`config.mk`:
```
export PLATFORM = sky130hd
export DESIGN_NAME = spi_slave_rx_flat
export DESIGN_NICKNAME = d
export VERILOG_FILES = /design/src/rtl/spi_slave_rx_pkg.sv /design/src/rtl/spi_slave_rx_if.sv /design/src/rtl/spi_slave_rx_sync_edge.sv /design/src/rtl/spi_slave_rx.sv /design/src/flat_wrapper.sv
export SDC_FILE = /design/constraint.sdc
export NUM_CORES = 1
export LEC_CHECK = 0
export CAP_MARGIN = 5
export CELL_PAD_IN_SITES_DETAIL_PLACEMENT = 1
export CELL_PAD_IN_SITES_GLOBAL_PLACEMENT = 2
export CORE_MARGIN = 2
export CORE_UTILIZATION = 31
export CTS_CLUSTER_SIZE = 10
export DETAILED_ROUTE_END_ITERATION = 7
export HOLD_SLACK_MARGIN = 0.06
export PLACE_DENSITY = 0.8
export SYNTH_ARGS = -nofsm -noshare
export SYNTH_HDL_FRONTEND = slang
export SYNTH_HIERARCHICAL = 1
export SYNTH_SLANG_ARGS = --single-unit
```
`constraint.sdc`:
```
create_clock -name clk_i -period 1.9 [get_ports clk_i]
set_input_delay 0.19 -clock clk_i [delete_from_list [all_inputs] [get_ports clk_i]]
set_output_delay 0.19 -clock clk_i [all_outputs]
set_load 0.05 [all_outputs]
```
`src/rtl/spi_slave_rx_pkg.sv`:
```
// ============================================================================
// Module      : spi_slave_rx_pkg
// Description : Shared types, constants and SPI mode helper for spi_slave_rx.
// Revision    : 1.0 - initial release
// ============================================================================
`default_nettype none

package spi_slave_rx_pkg;

    localparam int DEF_DATA_W = 8;
    localparam int BYTES_W    = 8;

    typedef enum logic [0:0] {
        ST_IDLE = 1'b0,
        ST_RECV = 1'b1
    } rx_state_e;

    // Data is sampled on the rising SCK edge when CPOL and CPHA agree.
    function automatic logic sample_on_rise(input logic cpol, input logic cpha);
        return (cpol == cpha);
    endfunction

endpackage

`default_nettype wire

```
`src/rtl/spi_slave_rx_if.sv`:
```
// ============================================================================
// Module      : spi_slave_rx_if
// Description : SPI pin bundle plus receive-side result signals.
// Revision    : 1.0 - initial release
// ============================================================================
`default_nettype none

interface spi_slave_rx_if
    import spi_slave_rx_pkg::*;
#(
    parameter int DATA_W = DEF_DATA_W
);
    logic                spi_clk_i;
    logic                spi_rx_i;
    logic                spi_en_i;
    logic [DATA_W-1:0]   rx_data_o;
    logic                rx_valid_o;
    logic                rx_busy_o;
    logic                rx_err_o;
    logic                frame_done_o;
    logic [BYTES_W-1:0]  frame_bytes_o;

    modport slave (
        input  spi_clk_i, spi_rx_i, spi_en_i,
        output rx_data_o, rx_valid_o, rx_busy_o, rx_err_o, frame_done_o, frame_bytes_o
    );

    modport master (
        output spi_clk_i, spi_rx_i, spi_en_i,
        input  rx_data_o, rx_valid_o, rx_busy_o, rx_err_o, frame_done_o, frame_bytes_o
    );
endinterface

`default_nettype wire

```
`src/rtl/spi_slave_rx_sync_edge.sv`:
```
// ============================================================================
// Module      : spi_slave_rx_sync_edge
// Description : Two-flop synchroniser plus a third flop for rise/fall detect.
// Revision    : 1.0 - initial release
// ============================================================================
`default_nettype none

module spi_slave_rx_sync_edge #(
    parameter logic RST_VAL = 1'b0
) (
    input  wire logic clk_i,
    input  wire logic rst_i,
    input  wire logic d_i,
    output logic      q_o,
    output logic      rise_o,
    output logic      fall_o
);
    logic s1_q, s2_q, s3_q;

    always_ff @(posedge clk_i) begin
        if (rst_i) begin
            s1_q <= RST_VAL;
            s2_q <= RST_VAL;
            s3_q <= RST_VAL;
        end else begin
            s1_q <= d_i;
            s2_q <= s1_q;
            s3_q <= s2_q;
        end
    end

    assign q_o    = s2_q;
    assign rise_o = s2_q & ~s3_q;
    assign fall_o = ~s2_q & s3_q;
endmodule

`default_nettype wire

```
`src/rtl/spi_slave_rx.sv`:
```
// ============================================================================
// Module      : spi_slave_rx
// Description : Oversampling SPI slave receiver; deserialises MOSI into words.
// Revision    : 1.0 - initial release
// ============================================================================
`default_nettype none

module spi_slave_rx
    import spi_slave_rx_pkg::*;
#(
    parameter logic CPOL   = 1'b0,
    parameter logic CPHA   = 1'b0,
    parameter int   DATA_W = DEF_DATA_W
) (
    input  wire logic     clk_i,
    input  wire logic     rst_i,
    spi_slave_rx_if.slave bus
);
    localparam int                 c_CNT_W     = $clog2(DATA_W);
    localparam logic [c_CNT_W-1:0] c_LAST      = c_CNT_W'(DATA_W - 1);
    localparam logic               SAMPLE_RISE = sample_on_rise(CPOL, CPHA);

    logic sck_s2, sck_rise, sck_fall;
    logic en_s2, en_rise, en_fall;
    logic mosi_s1_q, mosi_s2_q;

    spi_slave_rx_sync_edge #(.RST_VAL(CPOL)) u_sync_sck (
        .clk_i  (clk_i),
        .rst_i  (rst_i),
        .d_i    (bus.spi_clk_i),
        .q_o    (sck_s2),
        .rise_o (sck_rise),
        .fall_o (sck_fall)
    );

    spi_slave_rx_sync_edge #(.RST_VAL(1'b0)) u_sync_en (
        .clk_i  (clk_i),
        .rst_i  (rst_i),
        .d_i    (bus.spi_en_i),
        .q_o    (en_s2),
        .rise_o (en_rise),
        .fall_o (en_fall)
    );

    always_ff @(posedge clk_i) begin
        if (rst_i) begin
            mosi_s1_q <= 1'b0;
            mosi_s2_q <= 1'b0;
        end else begin
            mosi_s1_q <= bus.spi_rx_i;
            mosi_s2_q <= mosi_s1_q;
        end
    end

    rx_state_e           state_q;
    logic [c_CNT_W-1:0]  cnt_q, cnt_d;
    logic [DATA_W-2:0]   shreg_q;
    logic [DATA_W-1:0]   data_q;
    logic [BYTES_W-1:0]  bytes_q;
    logic [1:0]          settle_q;
    logic                valid_q, busy_q, err_q, done_q;
    logic                sample_edge, word_end;

    assign sample_edge = SAMPLE_RISE ? sck_rise : sck_fall;
    assign word_end    = sample_edge && (cnt_q == c_LAST);
    assign cnt_d       = !sample_edge ? cnt_q :
                         word_end     ? '0    : cnt_q + 1'b1;

    // settle_q masks the artificial en rise produced while the synchroniser
    // refills after reset, so an en held high across reset is not re-entered.
    always_ff @(posedge clk_i) begin
        if (rst_i) begin
            state_q  <= ST_IDLE;
            cnt_q    <= '0;
            shreg_q  <= '0;
            data_q   <= '0;
            bytes_q  <= '0;
            settle_q <= '0;
            valid_q  <= 1'b0;
            busy_q   <= 1'b0;
            err_q    <= 1'b0;
            done_q   <= 1'b0;
        end else begin
            valid_q <= 1'b0;
            err_q   <= 1'b0;
            done_q  <= 1'b0;
            if (settle_q != 2'd3) begin
                settle_q <= settle_q + 2'd1;
            end
            case (state_q)
                ST_IDLE: begin
                    cnt_q <= '0;
                    if (en_rise && (settle_q == 2'd3)) begin
                        state_q <= ST_RECV;
                        bytes_q <= '0;
                        busy_q  <= 1'b1;
                    end
                end
                ST_RECV: begin
                    cnt_q <= cnt_d;
                    if (sample_edge) begin
                        shreg_q <= {shreg_q[DATA_W-3:0], mosi_s2_q};
                    end
                    if (word_end) begin
                        data_q  <= {shreg_q, mosi_s2_q};
                        valid_q <= 1'b1;
                        if (bytes_q != {BYTES_W{1'b1}}) begin
                            bytes_q <= bytes_q + 1'b1;
                        end
                    end
                    // A sample edge in the same cycle is already folded into cnt_d.
                    if (en_fall) begin
                        state_q <= ST_IDLE;
                        busy_q  <= 1'b0;
                        cnt_q   <= '0;
                        if (cnt_d == '0) begin
                            done_q <= 1'b1;
                        end else begin
                            err_q  <= 1'b1;
                        end
                    end
                end
                default: state_q <= ST_IDLE;
            endcase
        end
    end

    assign bus.rx_data_o     = data_q;
    assign bus.rx_valid_o    = valid_q;
    assign bus.rx_busy_o     = busy_q;
    assign bus.rx_err_o      = err_q;
    assign bus.frame_done_o  = done_q;
    assign bus.frame_bytes_o = bytes_q;
endmodule

`default_nettype wire
```
`src/flat_wrapper.sv`:
```
// flat-port wrapper written by rule: the top's interface ports become plain ports
module spi_slave_rx_flat import spi_slave_rx_pkg::*;
#(
    parameter logic CPOL   = 1'b0,
    parameter logic CPHA   = 1'b0,
    parameter int   DATA_W = DEF_DATA_W
)
  (clk_i, rst_i, bus_spi_clk_i, bus_spi_rx_i, bus_spi_en_i, bus_rx_data_o, bus_rx_valid_o, bus_rx_busy_o, bus_rx_err_o, bus_frame_done_o, bus_frame_bytes_o);
  spi_slave_rx_if #(.DATA_W(DATA_W)) bus_i ();
  input  wire logic clk_i;
  input  wire logic rst_i;
  input wire logic [$bits(bus_i.spi_clk_i)-1:0] bus_spi_clk_i;
  input wire logic [$bits(bus_i.spi_rx_i)-1:0] bus_spi_rx_i;
  input wire logic [$bits(bus_i.spi_en_i)-1:0] bus_spi_en_i;
  output wire logic [$bits(bus_i.rx_data_o)-1:0] bus_rx_data_o;
  output wire logic [$bits(bus_i.rx_valid_o)-1:0] bus_rx_valid_o;
  output wire logic [$bits(bus_i.rx_busy_o)-1:0] bus_rx_busy_o;
  output wire logic [$bits(bus_i.rx_err_o)-1:0] bus_rx_err_o;
  output wire logic [$bits(bus_i.frame_done_o)-1:0] bus_frame_done_o;
  output wire logic [$bits(bus_i.frame_bytes_o)-1:0] bus_frame_bytes_o;
  assign bus_i.spi_clk_i = bus_spi_clk_i;
  assign bus_i.spi_rx_i = bus_spi_rx_i;
  assign bus_i.spi_en_i = bus_spi_en_i;
  assign bus_rx_data_o = bus_i.rx_data_o;
  assign bus_rx_valid_o = bus_i.rx_valid_o;
  assign bus_rx_busy_o = bus_i.rx_busy_o;
  assign bus_rx_err_o = bus_i.rx_err_o;
  assign bus_frame_done_o = bus_i.frame_done_o;
  assign bus_frame_bytes_o = bus_i.frame_bytes_o;
  spi_slave_rx #(.CPOL(CPOL), .CPHA(CPHA), .DATA_W(DATA_W)) u_core (.clk_i(clk_i), .rst_i(rst_i), .bus(bus_i));
endmodule
```
# == Yosys cells after proc, flatten, opt, wreduce, memory -nomap -nowiden ==
# Cells that the tools add are included.
# word_totals
ff_bits,41
latch_bits,0
ram_bits,0
mem_bits_ro,0
inputBits,5
output_inout_bits,20
wordCells,63
n_memories,0
# classes
addsub,3
multipliers,0
div_mod_pow,0
magnitude_cmp,0
eq_ne,8
shift,0
muxes,17
n_bitwise,8
n_reduce_logical,9
# ops
operator,count
8-bit two-way mux,3
8-bit one-hot mux with 2 select lines,1
3-bit two-way mux,3
8-bit by 1-bit adder with 8-bit output (second input constant),1
8-bit inequality test (second input constant),1
1-bit two-way mux,7
2-bit inequality test (second input constant),3
3-bit one-hot mux with 2 select lines,1
2-bit AND reduction,3
1-bit inverter,5
2-bit by 1-bit inequality test with 1-bit output (second input constant),2
1-bit one-hot mux with 2 select lines,2
3-bit by 1-bit adder with 3-bit output (second input constant),1
1-bit AND,3
3-bit equality test (second input constant),1
3-bit logical NOT,1
3-bit AND reduction,1
3-bit OR reduction,1
2-bit by 1-bit adder with 2-bit output (second input constant),1
2-bit equality test (second input constant),1
1-bit logical AND,2
2-bit OR reduction,1

# == Depth between registers and ports, before layout ==
# Gate-level depths: netlist of run 1.
# logic_depth
depth_word,7
mapped_depth,7
depth_no_buf,6

# == Hierarchy ==
# Netlist of run 1, hierarchy kept.
# by_module_without_submodules
mod,instances,cells_each,area_each_um2,seq_area_each_um2
spi_slave_rx,1,161,1396.3,700.7
spi_slave_rx_sync_edge,2,8,91.3,60.1

# == Worst setup path before layout of run 1 ==
# OpenSTA, ideal clock, no wires.
# synth_timing
kind,register -> register
from,register u_core.bytes_q[0] (netlist: u_core/bus.frame_bytes_o[0])
to,register u_core.bytes_q[2] (netlist: u_core/bus.frame_bytes_o[2])
setup_time_ns,0.091
arrival_ns,1.693
t_required_ns,1.809
setup_slack_ns,0.116
path_stages_with_launch,6
n_path_buf,0
period_less_slack_ns,1.784
path_cell_list,dfxtp_1 > ha_1 > nand3_2 > o21ai_2 > nand2_1 > a311oi_1
# synth_between
elab_chain_cells,4
elab_cells_between_ends,7
classes_between,1 x add/sub; 2 x eq/ne; 3 x mux; 1 x reduce/logical
# synth_rtl
item,line_no,rtl
from (decl),spi_slave_rx.sv:59,logic [BYTES_W-1:0] bytes_q;
from (signal assigned),spi_slave_rx.sv:108,bytes_q <= bytes_q + 1'b1;
8-bit by 1-bit adder with 8-bit output,spi_slave_rx.sv:108,
8-bit two-way mux,spi_slave_rx.sv:107,if (bytes_q != {BYTES_W{1'b1}}) begin
8-bit two-way mux,spi_slave_rx.sv:104,if (word_end) begin
8-bit one-hot mux with 2 select lines,spi_slave_rx.sv:90,case (state_q)
# Parallel ways exist; a longest one is shown, timed or not. The select of a mux whose other input is x is not followed.
# A chain may end at the register's enable or synchronous reset.

# == Worst setup path in the final report of run 1 ==
# layout_timing
from,register u_core.bytes_q[4] (netlist: u_core/bus.frame_bytes_o[4])
to,output bus_frame_bytes_o[4]
# layout_lines
item,line_no,rtl
to (decl),flat_wrapper.sv:20,output wire logic [$bits(bus_i.frame_bytes_o)-1:0] bus_frame_bytes_o;
# No word-level cell between the ends.

==> results of run 1 <==
-- metrics by stage --
stage               total power, µW   util
detailed placement              979  0.397
global route                   1700  0.419
global placement                972  0.397
finish                         1630  0.419
floorplan                       949      -
CTS                            1650  0.419
-- power by group --
part / internal [µW] / total, µW / leakage [µW] / switching [µW]
logic: 33.6 / 71.7 / 0.000306 / 38.2
clock network: 382 / 671 / 0.0000540 / 289
registers: 876 / 885 / 0.000332 / 9.04
-- final timing paths --
check                                                               from                                       end  cells after the start
worst min-delay path                         u_core/mosi_s1_q$_SDFF_PP0_               u_core/mosi_s2_q$_SDFF_PP0_                      1
worst min register to register               u_core/mosi_s1_q$_SDFF_PP0_               u_core/mosi_s2_q$_SDFF_PP0_                      1
worst max-delay path            u_core/bus.frame_bytes_o[4]$_SDFFE_PP0P_                      bus_frame_bytes_o[4]                      1
worst max register to register                u_core/cnt_q[0]$_SDFF_PP0_  u_core/bus.frame_bytes_o[6]$_SDFFE_PP0P_                      5
-- state kept, by name, indices dropped and copies added, names as in the netlist --
signal,count
u_core/u_sync_en/q_o,1
u_core/bus.rx_err_o,1
u_core/bus.rx_busy_o,1
u_core/bus.frame_bytes_o,8
u_core/u_sync_en/s3_q,1
u_core/bus.rx_valid_o,1
u_core/bus.frame_done_o,1
u_core/u_sync_en/s1_q,1
u_core/settle_q,2
u_core/bus.rx_data_o,8
u_core/u_sync_sck/q_o,1
u_core/shreg_q,7
u_core/u_sync_sck/s3_q,1
u_core/mosi_s2_q,1
u_core/u_sync_sck/s1_q,1
u_core/state_q,1
u_core/mosi_s1_q,1
u_core/cnt_q,3
-- cell type report --
type	count	share of cell area
Clock buffer	5	0.0341
Clock inverter	2	0.0174
Inverter	2	0.00372
Multi-Input combinational cell	125	0.351
Sequential cell	41	0.407
Tap cell	67	0.0416
Timing Repair Buffer	31	0.145
-- layer usage --
layer | share of wire | global-route usage
met2 | 0.53 | 0.267
met3 | 0.026 | 0.0321
met5 | 0 | 0
met1 | 0.44 | 0.179
met4 | 0.0070 | 0.0409
==> run_results.csv, run 1 <==
group,metric,value,unit
floorplan,core-area,4820,µm²
sta,fin_ws,120,ps
yosys,netlist_area,1570,µm²
yosys,synthCells,176,
floorplan,rows,25,
global_route,grt_max_degree,24,
global_route,overflow,0,
place,dp.cells,266,
worst_setup_path,path_buf_inv,1,
cts,cts_setup_buffers,0,
finish,layout-drive-gt1-share,0.0777,
route,vias,1325,
place,placed_area,1910,µm²
sta,period_minus_slack,1780,ps
finish,nets,215,
route,drt_iter0_drc,46,
global_route,antenna_found_initial,0,
cts,clk_pin_slew,80,ps
cts,clockBufferDepth,2,
min_path,min_path_type,"flip-flop to flip-flop",
route,wire_per_inst,13.7,µm
floorplan,design.die.area,5660,µm²
worst_setup_path,crit_arrival,1590,ps
route,wirelength,3730,µm
route,drt-pass1-iter-count,4,
worst_setup_path,path_delay_family,"buffers and inverters",
run,maxCapViolations,0,
finish,multiInputGateArea,708,µm²
cts,clock-sinks,41,
sta,holdWs,444,ps
worst_setup_path,critPathRequiredTime,1710,ps
sta,worstMarginPinSlew,513,ps
place,dp.final_hpwl,2810,µm
floorplan,die_w,75.2,µm
cts,cts_made_buffers,5,
floorplan,start_util,0.326,
floorplan,die_h,75.2,µm
sta,max_freq,0.562,GHz
global_route,track_usage,0.149,
route,ant_nets,0,
finish,final_cell_mix,"41 x dfxtp_1, 26 x nand2_1, 24 x clkdlybuf4s50_1",
sta,setup_viol,0,
sta,fin_setup_tns,0,ps
cts,postCtsHoldBufs,0,
worst_setup_path,critical_path.slowest_cell,"clkdlybuf4s50_1",
sta,maxSlewViolCount,0,
finish,stdcell_count,273,
finish,final-seq-area,821,µm²
power_and_ir_drop,powerDensity,807,nW/µm²
sta,relSlewSlack,0.657,
place,port_buffers,24,
cts,cts_root_buffer,"clkbuf_8",
power_and_ir_drop,ir_drop,0.450,mV
place,dp_slack,187,ps
worst_setup_path,crit_path_max_incr_delay,850,ps
finish,diodes,0,
status,status,"complete, no violations",
sta,fin_skew,6.09,ps
yosys,ys_warn_count,6,
global_route,first_global_vias,1378,
cts,cts_tree,"yes",
route,remaining_drc_errors,0,
cts,cts-resized-gates,0,
finish,syn_to_final_growth,28.2,%
cts,htree_levels,2,
worst_setup_path,path_cells,"clkdlybuf4s50_1",
worst_setup_path,crit_type,"flip-flop to primary output",
cts,clock_latency,280,ps
global_route,grt_pass1_wl,6400,µm
sta,grt_setup_unrepaired,"no",
sta,finalCritPeriodShare,0.937,
sta,hold_viol,0,
route,via_per_inst,4.85,
worst_setup_path,cp-end-kind,"primary output",
power_and_ir_drop,power_leakage,0.000692,µW
yosys,synth_nets,185,
place,globalplace.congestion,0.782,
finish,nFillCells,588,
finish,layout_commonest_cell,"dfxtp_1",
worst_setup_path,r2r_slack,160,ps
worst_setup_path,worstPathMaxFanout,8,
finish,final_area,2020,µm²
yosys,synth_area_per_cell,8.94,µm²
floorplan,io_pins,25,
worst_setup_path,cp-start-kind,"flip-flop",
Power figures use the tool's default switching activity.
==> run 2: changes to the inputs <==
--- a/config.mk
+++ b/config.mk
@@ -9,11 +9,12 @@
 export CELL_PAD_IN_SITES_DETAIL_PLACEMENT = 1
 export CELL_PAD_IN_SITES_GLOBAL_PLACEMENT = 2
 export CORE_MARGIN = 2
-export CORE_UTILIZATION = 31
+export CORE_UTILIZATION = 37
 export CTS_CLUSTER_SIZE = 10
 export DETAILED_ROUTE_END_ITERATION = 7
+export DONT_BUFFER_PORTS = 1
 export HOLD_SLACK_MARGIN = 0.06
-export PLACE_DENSITY = 0.8
+export PLACE_DENSITY_LB_ADDON = 0.1
 export SYNTH_ARGS = -nofsm -noshare
 export SYNTH_HDL_FRONTEND = slang
 export SYNTH_HIERARCHICAL = 1
==> run 2 against run 1 <==
Die area decreased by 15%. Hold slack lost 350 ps. Sequential power about the same. Count of clock-buffer cells in the layout rose by 1. First-iteration DRC count grew 20%. Critical endpoint is now u_core/bus.frame_bytes_o[2]$_SDFFE_PP0P_.
==> run_results.csv, run 2 (synthesis results as in run 1) <==
group,metric,value,unit
cts,htree_levels,2,
finish,diodes,0,
run,maxCapViolations,0,
finish,final_area,1850,µm²
global_route,first_global_vias,1332,
route,via_per_inst,5.30,
cts,cts_made_buffers,5,
power_and_ir_drop,power_leakage,0.000668,µW
worst_setup_path,crit_arrival,1920,ps
route,ant_nets,0,
worst_setup_path,crit_type,"flip-flop to flip-flop",
floorplan,die_w,69.2,µm
route,wirelength,3470,µm
finish,final_util,0.456,
sta,finalCritPeriodShare,0.913,
power_and_ir_drop,p_clk_frac,0.384,
power_and_ir_drop,finalPower,1540,µW
worst_setup_path,endpoint,"u_core/bus.frame_bytes_o[2]$_SDFFE_PP0P_",
power_and_ir_drop,internal-power,1200,µW
worst_setup_path,cp-startpoint,"u_core/bus.frame_bytes_o[1]$_SDFFE_PP0P_",
route,vias,1294,
sta,max_freq,0.576,GHz
finish,syn_to_final_growth,17.7,%
cts,cts_root_buffer,"clkbuf_8",
cts,clockBufferDepth,2,
cts,clock_latency,280,ps
floorplan,start_util,0.388,
global_route,track_usage,0.156,
route,wire_per_inst,14.2,µm
cts,cts-resized-gates,0,
min_path,hold-path-cell-count,2,
sta,fin_setup_tns,0,ps
place,globalplace.congestion,0.788,
sta,hold_viol,0,
cts,clock-sinks,41,
finish,nets,202,
finish,multiInputGateArea,708,µm²
worst_setup_path,critPathRequiredTime,2090,ps
sta,relSlewSlack,0.661,
cts,cts_tree,"yes",
sta,fin_skew,4.18,ps
worst_setup_path,r2r-end,"u_core/bus.frame_bytes_o[2]$_SDFFE_PP0P_",
worst_setup_path,cp-start-kind,"flip-flop",
cts,clk_pin_slew,80,ps
floorplan,design.die.area,4790,µm²
route,drt-pass1-iter-count,4,
route,remaining_drc_errors,0,
worst_setup_path,reg2reg_depth,5,
finish,nFillCells,482,
sta,maxSlewViolCount,0,
global_route,grt_max_degree,35,
route,drt_iter0_drc,55,
power_and_ir_drop,swShare,0.221,
global_route,antenna_found_initial,0,
finish,final-seq-area,821,µm²
place,dp.cells,232,
place,placed_area,1700,µm²
sta,setup_viol,0,
finish,layout-drive-gt1-share,0.129,
finish,layout_commonest_cell,"dfxtp_1",
global_route,grt_pass1_wl,6150,µm
floorplan,die_h,69.2,µm
floorplan,io_pins,25,
finish,final_cell_mix,"41 x dfxtp_1, 26 x nand2_1, 21 x a21oi_1",
place,port_buffers,0,
global_route,overflow,0,
power_and_ir_drop,comb_power_share,0.043,
power_and_ir_drop,pwr-share-seq,0.573,
power_and_ir_drop,p_switching,341,µW
status,status,"complete, no violations",
worst_setup_path,worstPathMaxFanout,8,
sta,worstMarginPinSlew,508,ps
worst_setup_path,r2r_slack,160,ps
power_and_ir_drop,ir_drop,0.324,mV
worst_setup_path,reg2reg_from,"u_core/bus.frame_bytes_o[1]$_SDFFE_PP0P_",
worst_setup_path,cp-end-kind,"flip-flop",
min_path,min_path_type,"input port to flip-flop",
floorplan,rows,23,
floorplan,core-area,4060,µm²
power_and_ir_drop,powerDensity,834,nW/µm²
place,dp.final_hpwl,2470,µm
sta,grt_setup_unrepaired,"no",
finish,stdcell_count,244,
sta,period_minus_slack,1740,ps
run 2: cell count changes in the layout (fill, tap and decap cells not counted), sizes merged:
| cell | before | now |
|---|---|---|
| buf | 7 | 15 |
| dlygate4sd3 | 0 | 3 |
| bufinv | 1 | 0 |
| clkinv | 1 | 2 |
| clkdlybuf4s50 | 24 | 0 |
| clkbuf | 5 | 6 |
run 2: how the worst min path moves through the flow:
stage                     startpoint                                       end  slack [ps]
after detailed placement       rst_i           u_core/u_sync_en/q_o$_SDFF_PP0_         270
after global routing           rst_i        u_core/bus.frame_done_o$_SDFF_PP0_          80
final                          rst_i  u_core/bus.frame_bytes_o[0]$_SDFFE_PP0P_          90
after floorplan                rst_i           u_core/u_sync_en/q_o$_SDFF_PP0_         260
after global placement         rst_i      u_core/bus.rx_data_o[7]$_SDFFE_PP0P_         270
after CTS                      rst_i        u_core/bus.frame_done_o$_SDFF_PP0_          80
run 2: power groups by stage:
stage	Combinational (µW)	Sequential [µW]	Clock (µW)
floorplan	45.2	904	0
global placement	44.8	905	0
detailed placement	47.7	906	0
CTS	68.1	885	620
global route	75.5	888	650
finish	66.4	885	592
run 2: cell type report:
class,instances,share of cell area
timing repair buffer,18,0.0838
tap,50,0.0338
multi-input combinational,125,0.383
clock buffer,6,0.0446
clock inverter,2,0.00744
sequential,41,0.444
inverter,2,0.00406
run 2: layer usage:
metal | GRT usage | share of wire
met1 | 0.189 | 0.45
met2 | 0.276 | 0.51
met3 | 0.0422 | 0.030
met4 | 0.0349 | 0.0078
met5 | 0 | 0
run 2: through the flow:
step           setup slack [ps]  hold WS [ps]
2_1_floorplan               116           262
3_3_place_gp                313           266
3_5_place_dp                190           267
4_1_cts                     177          83.0
5_1_grt                    20.3          80.6
6_report                    165          90.1
run 2: worst max-delay path, cell delays in order (launching register included):
cell      delay [ps]
dfxtp_1          390
ha_1             230
nand3_2          160
o21ai_2          390
nand2_1          170
a311oi_1         300
run 2: repair_timing:
action	CTS	global route
buffers inserted	0	0
endpoints found under the hold margin	34	0
hold buffers	4	0
setup endpoints to repair	0	0
